$ cat src/rtl/mult_share_pkg.sv
// Shared defaults, types and index helper for the multiplier-sharing arbiter.
// Round-robin arbitration is enabled by defining MULT_SHARE_RR_EN.
package mult_share_pkg;

  localparam int NUM_REQ_DEF = 4;
  localparam int OP_W_DEF    = 4;
  localparam int ID_W_DEF    = 2;
  localparam int IDX_W       = 4;

  typedef logic [2*OP_W_DEF-1:0] prod_t;
  typedef logic [ID_W_DEF-1:0]   id_t;
  typedef logic [IDX_W-1:0]      idx_t;

  typedef struct packed {
    logic                valid;
    id_t                 id;
    logic [OP_W_DEF-1:0] a;
    logic [OP_W_DEF-1:0] b;
  } stage_t;

  // (base + off) mod n, valid for base, off < n <= 8
  function automatic idx_t wrap_add(
    input idx_t base,
    input idx_t off,
    input idx_t n
  );
    idx_t s;
    s = base + off;
    return (s >= n) ? idx_t'(s - n) : s;
  endfunction

endpackage

$ cat src/rtl/mult_pipe2.sv
// Two-stage unsigned multiplier pipe: operand regs, then product reg,
// with valid and requester-id sideband carried alongside.
module mult_pipe2
  import mult_share_pkg::*;
#(
  parameter int OP_W = OP_W_DEF,
  parameter int ID_W = ID_W_DEF
) (
  input  logic              clk,
  input  logic              rst_n,
  input  logic              in_valid,
  input  logic [ID_W-1:0]   in_id,
  input  logic [OP_W-1:0]   in_a,
  input  logic [OP_W-1:0]   in_b,
  output logic              s1_valid,
  output logic              out_valid,
  output logic [ID_W-1:0]   out_id,
  output logic [2*OP_W-1:0] out_product
);

  typedef struct packed {
    logic            valid;
    logic [ID_W-1:0] id;
    logic [OP_W-1:0] a;
    logic [OP_W-1:0] b;
  } s1_t;

  s1_t               s1_q, s1_d;
  logic              s2_valid_q, s2_valid_d;
  logic [ID_W-1:0]   s2_id_q, s2_id_d;
  logic [2*OP_W-1:0] s2_prod_q, s2_prod_d;

  always_comb begin
    s1_d       = s1_q;
    s1_d.valid = in_valid;
    if (in_valid) begin
      s1_d.id = in_id;
      s1_d.a  = in_a;
      s1_d.b  = in_b;
    end
  end

  // Bubbles leave id/product holding their last values
  always_comb begin
    s2_valid_d = s1_q.valid;
    s2_id_d    = s2_id_q;
    s2_prod_d  = s2_prod_q;
    if (s1_q.valid) begin
      s2_id_d   = s1_q.id;
      s2_prod_d = (2*OP_W)'(s1_q.a) * (2*OP_W)'(s1_q.b);
    end
  end

  always_ff @(posedge clk or negedge rst_n) begin
    if (!rst_n) begin
      s1_q       <= '0;
      s2_valid_q <= 1'b0;
      s2_id_q    <= '0;
      s2_prod_q  <= '0;
    end else begin
      s1_q       <= s1_d;
      s2_valid_q <= s2_valid_d;
      s2_id_q    <= s2_id_d;
      s2_prod_q  <= s2_prod_d;
    end
  end

  assign s1_valid    = s1_q.valid;
  assign out_valid   = s2_valid_q;
  assign out_id      = s2_id_q;
  assign out_product = s2_prod_q;

endmodule

$ cat src/rtl/mult_share_arbiter.sv
// Shares one 2-stage multiplier among NUM_REQ valid/ready requesters.
// MULT_SHARE_RR_EN: round-robin grant; otherwise lowest index wins.
module mult_share_arbiter
  import mult_share_pkg::*;
#(
  parameter int NUM_REQ = NUM_REQ_DEF,
  parameter int OP_W    = OP_W_DEF,
  parameter int ID_W    = ID_W_DEF
) (
  input  logic                    CLK_50,
  input  logic                    Clear_n,
  input  logic                    en,
  input  logic [NUM_REQ-1:0]      req_valid,
  input  logic [NUM_REQ*OP_W-1:0] req_a,
  input  logic [NUM_REQ*OP_W-1:0] req_b,
  output logic [NUM_REQ-1:0]      req_ready,
  output logic                    rsp_valid,
  output logic [ID_W-1:0]         rsp_id,
  output logic [2*OP_W-1:0]       rsp_product,
  output logic                    busy
);

  logic [2*NUM_REQ-1:0] dbl;
  logic [NUM_REQ-1:0]   rot;
  logic [NUM_REQ-1:0]   gnt;
  idx_t                 base;
  idx_t                 first;
  idx_t                 gidx;
  logic                 hs;
  logic [ID_W-1:0]      sel_id;
  logic [OP_W-1:0]      sel_a;
  logic [OP_W-1:0]      sel_b;
  logic                 s1_valid;

`ifdef MULT_SHARE_RR_EN
  logic [ID_W-1:0] ptr_q, ptr_d;
  assign base = idx_t'(ptr_q);
`else
  assign base = '0;
`endif

  // Rotate so the search always starts at bit 0, then un-rotate
  always_comb begin
    dbl   = {req_valid, req_valid};
    rot   = NUM_REQ'(dbl >> base);
    first = '0;
    for (int k = NUM_REQ - 1; k >= 0; k--) begin
      if (rot[k]) first = idx_t'(k);
    end
    hs   = en && (|req_valid);
    gidx = wrap_add(base, first, idx_t'(NUM_REQ));
    gnt  = hs ? (NUM_REQ'(1) << gidx) : '0;
  end

  always_comb begin
    sel_id = '0;
    sel_a  = '0;
    sel_b  = '0;
    for (int i = 0; i < NUM_REQ; i++) begin
      if (gnt[i]) begin
        sel_id = ID_W'(i);
        sel_a  = req_a[i*OP_W +: OP_W];
        sel_b  = req_b[i*OP_W +: OP_W];
      end
    end
  end

`ifdef MULT_SHARE_RR_EN
  always_comb begin
    ptr_d = ptr_q;
    if (hs) ptr_d = ID_W'(wrap_add(gidx, idx_t'(1), idx_t'(NUM_REQ)));
  end

  always_ff @(posedge CLK_50 or negedge Clear_n) begin
    if (!Clear_n) ptr_q <= '0;
    else          ptr_q <= ptr_d;
  end
`endif

  mult_pipe2 #(
    .OP_W (OP_W),
    .ID_W (ID_W)
  ) u_pipe (
    .clk         (CLK_50),
    .rst_n       (Clear_n),
    .in_valid    (hs),
    .in_id       (sel_id),
    .in_a        (sel_a),
    .in_b        (sel_b),
    .s1_valid    (s1_valid),
    .out_valid   (rsp_valid),
    .out_id      (rsp_id),
    .out_product (rsp_product)
  );

  assign req_ready = gnt;
  assign busy      = s1_valid | rsp_valid;

endmodule

$ cat config.mk
export PLATFORM = sky130hd
export DESIGN_NAME = mult_share_arbiter
export DESIGN_NICKNAME = d
export VERILOG_FILES = /design/src/rtl/mult_share_pkg.sv /design/src/rtl/mult_pipe2.sv /design/src/rtl/mult_share_arbiter.sv
export SDC_FILE = /design/constraint.sdc
export NUM_CORES = 1
export LEC_CHECK = 0
export ABC_AREA = 1
export CORE_MARGIN = 10
export CORE_UTILIZATION = 45
export DETAILED_ROUTE_END_ITERATION = 10
export PLACE_DENSITY = 0.89
export SLEW_MARGIN = 5
export SYNTH_ARGS = -nofsm -noshare
export SYNTH_HDL_FRONTEND = slang
export SYNTH_SLANG_ARGS = --single-unit
$ cat constraint.sdc
create_clock -name CLK_50 -period 3.3 [get_ports CLK_50]
set_input_delay 0.33 -clock CLK_50 [delete_from_list [all_inputs] [get_ports CLK_50]]
set_output_delay 0.33 -clock CLK_50 [all_outputs]
set_load 0.02 [all_outputs]
==> flow_summary.ini <==
[grt]
antenna_found_initial = 0
grt_pass1_wl_um = 6320
grt_pass1_vias = 1527
grt_usage = 0.122
grt-ovfl-total = 0
grt_max_degree = 23

[synth]
syn-num-nets = 281
ys_seq_elements = 22
synth_cell_types = 19
synth_cells = 226
avgSynthCellArea_um2 = 6.98
synth.top_cell.area_share = 0.349
synthTopCellsByArea = dfrtp_1 35%, nand2_1 20%, ha_1 9.5%
seq_area_frac_synth = 0.349
synth_area_leader_cell = dfrtp_1
yosysWarnings = 0
netlist_area_um2 = 1580

[clock_tree]
numCtsBuffers = 3
cts.sinks = 22
cts-root-buf = clkbuf_4
cts_tree = built
ctsResizeCount = 0
clk_latency_ns = 0.31
hold_buffers = 0
cts_max_level = 1
clkTransAtPathRegs_ns = 0.12
clockBufferDepth = 2
post_cts.repair.setup_buffers = 0

[die]
die_area_um2 = 6270
initial_utilization = 0.469
rows = 21
num_io_pins = 55
coreArea_um2 = 3360
die_x_um = 79.2
die_y_um = 79.2

[worst_setup_path]
crit_path_max_fanout = 5
end_kind = flop
cp_data_required_time_ns = 3.51
cp.arrival_ns = 2.96
startpoint_type = flop
criticalPathCategory = reg2reg

[place]
gp_congestion = 0.928
hpwl_um = 3200
dp_slack_ns = 0.555
placed_area_um2 = 2160
numPortBuffers = 54

[timing]
relSlewSlack = 0.368
setup_tns_ns = 0
fin_crit_ns = 2.75
setup_viol = 0
grt_setup_unrepaired = no
finalCritPeriodShare = 0.833
tightest_slew_ns = 0.945
maxSlewViolCount = 0
finalHoldViolCount = 0
fin_ws_ns = 0.553
clock.fmax_mhz = 364
skew_ns = 0.00211

[cells_and_area]
syn2layout_area_growth_pct = 39.0
final_cell_area_um2 = 2190
post-route-util = 0.652
fin_nets = 337
diodes = 0
drive_gt1_frac = 0.0498

[pwr]
vdd_drop_max_uv = 156
p_leak_uw = 0.00123
p_per_area_nw_per_um2 = 355
power_uw = 779

[route]
drcViolationCount = 0
avgViaCountPerCell = 4.62
drt_iter0_markers = 54
drtPass1Iterations = 4
wl_per_cell_um = 11.2
vias = 1512
finalWirelength_um = 3660
drtAntennaViolNets = 0

[flow_run]
cap_violations = 0

[min_path]
hp-class = reg2reg

[outcome]
status = complete, no violations
-- state kept, by name (all words and copies together) (netlist names) --
signal and cells:
u_pipe.s1_q 10, u_pipe.out_product 8, u_pipe.out_id 2, u_pipe.out_valid 1, u_pipe.s1_valid 1
-- cells in the mapped netlist --
cell type  instances
a21oi_1            1
and2_1             1
buf_6              1
clkbuf_1           2
dfrtp_1           22
fa_1               4
ha_1              12
inv_1             35
inv_2              4
nand2_1           86
nand3_1           23
nand3_2            1
nand3b_1           1
nand4_1            1
nor2_1            22
nor2_4             4
nor3_1             1
o21ai_0            4
or2_2              1
-- path summary, 6_finish.rpt --
kind                                   from                    end  slack [ns]  depth (start not counted)
max reg2reg                  u_pipe.s1_q[4]  u_pipe.out_product[6]        0.55                         14
max                          u_pipe.s1_q[4]  u_pipe.out_product[6]        0.55                         14
min reg2reg                u_pipe.out_id[1]       u_pipe.out_id[1]        0.49                          2
max in group asynchronous           Clear_n         u_pipe.s1_q[2]        2.20                          1
min                        u_pipe.out_id[1]       u_pipe.out_id[1]        0.49                          2
min in group asynchronous           Clear_n  u_pipe.out_product[6]        0.53                          1
-- cells in the final DEF (no fill, tap or decap), drive strengths merged --
cell and n:
nand2 86, clkdlybuf4s50 54, inv 39, nor2 26, nand3 24, dfrtp 22
ha 12, o21ai 4, fa 4, clkbuf 4, and2 1, or2 1
a21oi 1, nand4 1, nand3b 1, nor3 1
-- metrics by stage --
step / instances / hold WS [ns]
after global routing: 327 / 0.515
after CTS: 327 / 0.496
after detailed placement: 323 / 0.467
after global placement: 323 / 0.457
final: 327 / 0.485
after floorplan: 226 / 0.0344
-- cells by family after synthesis --
| logic type | count (synthesis) | synth area share |
|---|---|---|
| buf+inv | 42 | 0.105 |
| fa+ha+maj | 16 | 0.146 |
| compound gates | 5 | 0.0159 |
| flops | 22 | 0.349 |
| simple gates | 141 | 0.385 |
-- layer usage --
layer	track usage	routed length, µm	vias up
met5	0	0	-
met4	0.0484	60	0
met3	0.0698	473	4
met2	0.219	1750	48
met1	0.111	1370	660
li1	-	-	800
-- worst max-delay path, cell delays in order, from the launching register on --
cell     delay (ns)
dfrtp_1        0.43
nand2_1        0.10
fa_1           0.54
inv_1          0.06
fa_1           0.57
inv_1          0.07
fa_1           0.41
inv_1          0.07
nand2_1        0.06
nand2_1        0.06
nand2_1        0.06
nand2_1        0.06
nand2_1        0.05
nand3_1        0.06
nand2_1        0.06
-- power by group --
part | switching [µW] | internal, µW | total, µW
Clock | 80.0 | 67.5 | 148
Combinational | 145 | 143 | 288
Sequential | 33.7 | 311 | 344
Total | 259 | 521 | 779
-- area by class of cell --
| cell class | instances | area (µm²) |
|---|---|---|
| sequential | 22 | 551 |
| fill | 314 | 1170 |
| inverter | 39 | 146 |
| multi-input combinational | 162 | 862 |
| clock buffer | 4 | 36.3 |
| timing repair buffer | 54 | 541 |
| tap | 46 | 57.6 |
(Power assumes the default switching activity.)
